===== config.mk =====
export PLATFORM = sky130hd
export DESIGN_NAME = fetch_sequencer
export DESIGN_NICKNAME = d
export VERILOG_FILES = /design/src/rtl/fetch_sequencer.sv
export SDC_FILE = /design/constraint.sdc
export NUM_CORES = 1
export LEC_CHECK = 0
export CAP_MARGIN = 20
export CORE_MARGIN = 2
export CORE_UTILIZATION = 41
export CTS_CLUSTER_DIAMETER = 100
export DETAILED_ROUTE_END_ITERATION = 7
export PLACE_DENSITY = 0.71
export SYNTH_ARGS = -nofsm -noshare
export SYNTH_HDL_FRONTEND = slang
export SYNTH_SLANG_ARGS = --single-unit

===== constraint.sdc =====
create_clock -name clk -period 2.9 [get_ports clk]
set_input_delay 0.725 -clock clk [delete_from_list [all_inputs] [get_ports clk]]
set_output_delay 0.725 -clock clk [all_outputs]
set_load 0.05 [all_outputs]

===== src/rtl/fetch_sequencer.sv =====
// Program counter and control-flow sequencer: decodes JMP/JSB/RET/BR from the fetched word.
// Define FETCH_RET_STACK_EN for a STACK_DEPTH-entry return stack; otherwise a single link register is used.
module fetch_sequencer #(
  parameter logic [11:0] RESET_PC    = 12'd0,
  parameter int          STACK_DEPTH = 8
) (
  input  logic        clk,
  input  logic        rst,
  input  logic        stall,
  input  logic [18:0] instruction,
  input  logic        zero_flag,
  input  logic        carry_flag,
  output logic [11:0] address,
  output logic        stack_overflow,
  output logic        stack_underflow
);

  if (STACK_DEPTH < 2 || STACK_DEPTH > 16 || (STACK_DEPTH & (STACK_DEPTH - 1)) != 0) begin : g_bad_depth
    $error("fetch_sequencer: STACK_DEPTH must be a power of two in 2..16");
  end

  logic        is_jmp, is_jsb, is_ret, is_br, br_taken;
  logic        push_req, pop_req;
  logic        stk_full, stk_empty;
  logic [11:0] stk_top, pc_inc, br_target, next_pc;

  assign is_jmp = (instruction[18:12] == 7'b1110011);
  assign is_jsb = (instruction[18:12] == 7'b1110111);
  assign is_ret = (instruction[18:13] == 6'b111100);
  assign is_br  = (instruction[18:16] == 3'b101) && (instruction[13:8] == 6'b111000);

  always_comb begin
    br_taken = 1'b0;
    case (instruction[15:14])
      2'b00:   br_taken = zero_flag;
      2'b01:   br_taken = !zero_flag;
      2'b10:   br_taken = carry_flag;
      default: br_taken = !carry_flag;
    endcase
  end

  // All PC arithmetic is 12-bit, so wrap-around modulo 4096 falls out naturally.
  assign pc_inc    = address + 12'd1;
  assign br_target = pc_inc + {{4{instruction[7]}}, instruction[7:0]};

  always_comb begin
    next_pc  = pc_inc;
    push_req = 1'b0;
    pop_req  = 1'b0;
    if (is_jmp) begin
      next_pc = instruction[11:0];
    end else if (is_jsb) begin
      push_req = 1'b1;
      next_pc  = instruction[11:0];
    end else if (is_ret) begin
      pop_req = 1'b1;
      if (!stk_empty) next_pc = stk_top;
    end else if (is_br && br_taken) begin
      next_pc = br_target;
    end
  end

  always_ff @(posedge clk or negedge rst) begin
    if (!rst) begin
      address         <= RESET_PC;
      stack_underflow <= 1'b0;
    end else if (!stall) begin
      address <= next_pc;
      if (pop_req && stk_empty) stack_underflow <= 1'b1;
    end
  end

`ifdef FETCH_RET_STACK_EN
  localparam int PW = $clog2(STACK_DEPTH) + 1;
  localparam int IW = PW - 1;

  logic [11:0]   stack_mem [STACK_DEPTH];
  logic [PW-1:0] count;
  logic [IW-1:0] top_idx;

  assign stk_full  = (count == PW'(STACK_DEPTH));
  assign stk_empty = (count == '0);
  // At count == STACK_DEPTH the low bits are zero, so the decrement wraps to the last entry.
  assign top_idx   = count[IW-1:0] - IW'(1);
  assign stk_top   = stack_mem[top_idx];

  always_ff @(posedge clk or negedge rst) begin
    if (!rst) begin
      count          <= '0;
      stack_overflow <= 1'b0;
    end else if (!stall) begin
      if (push_req && !stk_full)      count <= count + PW'(1);
      else if (pop_req && !stk_empty) count <= count - PW'(1);
      if (push_req && stk_full) stack_overflow <= 1'b1;
    end
  end

  always_ff @(posedge clk) begin
    if (!stall && push_req && !stk_full) stack_mem[count[IW-1:0]] <= pc_inc;
  end
`else
  logic [11:0] link;
  logic        link_valid;

  assign stk_full       = 1'b0;
  assign stk_empty      = !link_valid;
  assign stk_top        = link;
  assign stack_overflow = 1'b0;

  always_ff @(posedge clk or negedge rst) begin
    if (!rst) begin
      link       <= '0;
      link_valid <= 1'b0;
    end else if (!stall) begin
      if (push_req) begin
        link       <= pc_inc;
        link_valid <= 1'b1;
      end else if (pop_req) begin
        link_valid <= 1'b0;
      end
    end
  end
`endif

  // Unused in this build, kept visible for debug of the push path.
  logic unused_full;
  assign unused_full = stk_full;

endmodule


==> impl_metrics.env <==
export IMPL_r2r_end="address[11]"
export IMPL_clkTransAtPathRegs_ps=110
export IMPL_hold_viol_final=0
export IMPL_drt_iter0_drc=133
export IMPL_syn_area_sq_um=2120
export IMPL_row_count=26
export IMPL_routedWlPerCell_microns=17.0
export IMPL_grt_pass1_wl_mm=10.5
export IMPL_irDropWorstVdd_uv=356
export IMPL_fmax_ghz=0.344
export IMPL_cp_required_ps=3090
export IMPL_cts_htree_levels=1
export IMPL_final_seq_area_sq_um=659
export IMPL_track_usage_pct=22.5
export IMPL_fin_util_pct=61.2
export IMPL_path_class="reg -> reg"
export IMPL_timing_rr_start="address[0]"
export IMPL_vias_per_cell=5.73
export IMPL_clock_path_buffers=2
export IMPL_hold_class="reg -> reg"
export IMPL_clock_skew_ps=9.32
export IMPL_global_route_overflow_total=0
export IMPL_synth_edf_count=0
export IMPL_synth_flop_cell="dfrtp_1"
export IMPL_p_per_area_nw_per_um2=806
export IMPL_worstHoldPathCells=1
export IMPL_synth_area_per_cell_sq_um=8.88
export IMPL_rsz0062_at_grt="true"
export IMPL_async_flop_share_pct=100
export IMPL_min_to="stack_underflow"
export IMPL_cts_hold_buf=0
export IMPL_die_y_microns=75.9
export IMPL_synth_seq_area_share_pct=30.7
export IMPL_layout_drive_gt1_share_pct=27.4
export IMPL_setup_tns_ps=-2.91
export IMPL_slew_violations=0
export IMPL_crit_fanout=4
export IMPL_synth_cell_type_count=52
export IMPL_port_buffers=36
export IMPL_setup_violations_final=1
export IMPL_period_needed_ps=2900
export IMPL_drc_errors=0
export IMPL_max_slew_margin_pct=66.6
export IMPL_area_delta_synth_final_pct=45.4
export IMPL_start_util_pct=42.1
export IMPL_cts_made_buffers=3
export IMPL_clock_root_buffer="clkbuf_8"
export IMPL_maxCapViolCount=0
export IMPL_grt_max_degree=27
export IMPL_start_kind="register"
export IMPL_synth_fp_nets=279
export IMPL_violations="negative setup slack"
export IMPL_yosysWarnings=0
export IMPL_dp_hpwl_mm=4.99
export IMPL_gp_congestion=0.951
export IMPL_insertedDiodeCount=0
export IMPL_final_cell_mix="buf_4 (45), clkdlybuf4s50_1 (36), a21oi_1 (19), dfrtp_1 (19), nor2_1 (16)"
export IMPL_run_status="finished, violations left"
export IMPL_final_common_cell="buf_4"
export IMPL_power_leakage_nw=1.39
export IMPL_reg2reg_setup_slack_ps=-3
export IMPL_synth_cells=239
export IMPL_cts_tree="done"
export IMPL_antenna_found_initial=0
export IMPL_first_pass_iters=4
export IMPL_fp_dieArea_sq_um=5770
export IMPL_r2r_cells=13
export IMPL_finalNetCount=358
export IMPL_vias=2217
export IMPL_timing_final_ws_setup_ps=-2.91
export IMPL_arrival_ps=3090
export IMPL_core_area_sq_um=5040
export IMPL_yosys_register_bits=26
export IMPL_multi_input_area_sq_um=1520
export IMPL_crit_path_end_kind="register"
export IMPL_period_share_pct=100
export IMPL_max_slew_worst_pin_slew_ps=499
export IMPL_die_w_microns=75.9
export IMPL_hold_start="stack_underflow"
export IMPL_grt_pass1_vias=2203
export IMPL_design_area_sq_um=3090
export IMPL_ant_nets=0
export IMPL_insertion_delay_ps=290
export IMPL_cts_sinks=26
export IMPL_wirelength_mm=6.57
export IMPL_io_pins=38
export IMPL_postPlaceCellArea_sq_um=2900
export IMPL_fill_cells=451
==> metal layers <==
layer	vias up	global-route usage [%]	wire length [microns]
li1	1049	-	-
met4	0	3.09	68
met2	88	41.3	3290
met1	1071	29.3	2850
met5	-	0	0
met3	9	2.26	358
==> metrics by stage <==
step | power [W] | instances | hold slack [ps] | worst slack, ps
finish | 0.00249 | 387 | 498 | -2.91
global route | 0.00264 | 387 | 543 | -78.0
CTS | 0.00240 | 385 | 508 | 6.91
detailed placement | 0.00207 | 381 | 474 | -231
global placement | 0.00204 | 381 | 469 | -200
floorplan | 0.00148 | 239 | 429 | 4.43
==> flip-flops by register name, summed over array words and instances, names as in the netlist <==
| signal | cells |
|---|---|
| address | 12 |
| link | 12 |
| link_valid | 1 |
| stack_underflow | 1 |
==> final cells by class <==
class / instances / area share (%)
inverter: 9 / 1.09
tap: 70 / 2.84
clock inverter: 1 / 0.973
timing repair buffer: 82 / 23.3
sequential: 26 / 21.4
clock buffer: 3 / 1.34
multi-input combinational: 196 / 49.1
==> critical path, stage by stage, from the launching register on <==
cell,delay [ps]
dfrtp_2,470
ha_4,200
buf_4,130
nand3_1,100
nor2_2,60
xnor2_2,210
inv_1,110
ha_4,290
a21oi_1,60
o21bai_1,150
a21oi_2,80
and3b_1,190
or4_1,510
a31o_1,230
==> kinds of logic after synthesis <==
family | Yosys count | share of synthesized area, %
AOI/OAI and AO/OA | 77 | 24.8
and+or+nand+nor | 74 | 18.6
DFF | 26 | 30.7
xor gates and xnor gates | 18 | 7.43
buffers and inverters | 17 | 3.30
adders and majority gates | 16 | 9.79
muxes | 10 | 5.25
other | 1 | 0.177
==> synthesized netlist by cell type, drive strengths merged, types with 2 or more instances <==
cell | n | share of area [%]
dfrtp | 26 | 31
a21oi | 20 | 4.7
nor2 | 18 | 3.2
ha | 15 | 8.8
nand2 | 14 | 2.5
nand3 | 13 | 3.1
o21ai | 12 | 2.8
xnor2 | 10 | 4.1
inv | 9 | 1.6
mux2 | 9 | 4.8
a21o | 8 | 2.8
xor2 | 8 | 3.3
nor3 | 6 | 1.9
and3 | 5 | 1.5
clkbuf | 5 | 0.88
a221oi | 4 | 1.7
o22ai | 4 | 1.2
or3 | 4 | 1.2
or4 | 4 | 1.4
a211o | 3 | 1.2
buf | 3 | 0.83
nand4 | 3 | 1.2
o211a | 3 | 1.4
o21bai | 3 | 1.1
a211oi | 2 | 0.71
a21boi | 2 | 0.71
a2bb2oi | 2 | 0.83
nand2b | 2 | 0.59
o211ai | 2 | 0.71
o31ai | 2 | 0.71
==> power by group <==
part           switching (W)  total, W  internal [W]
Clock               0.000137  0.000322      0.000185
Combinational       0.000830   0.00162      0.000791
Sequential         0.0000940  0.000544      0.000450
Total                0.00106   0.00249       0.00143
==> how the worst max path moves through the flow <==
stage	to	startpoint
floorplan	address[11]	address[2]
global placement	address[10]	instruction[0]
detailed placement	address[10]	instruction[0]
CTS	address[11]	address[0]
global route	address[11]	address[0]
finish	address[11]	address[0]
==> repair_timing <==
action                     CTS  global route
setup endpoints to repair    2             3
resized for setup            5            13
pin swaps                    0             4
buffers inserted             0             2
(Power assumes the default switching activity.)
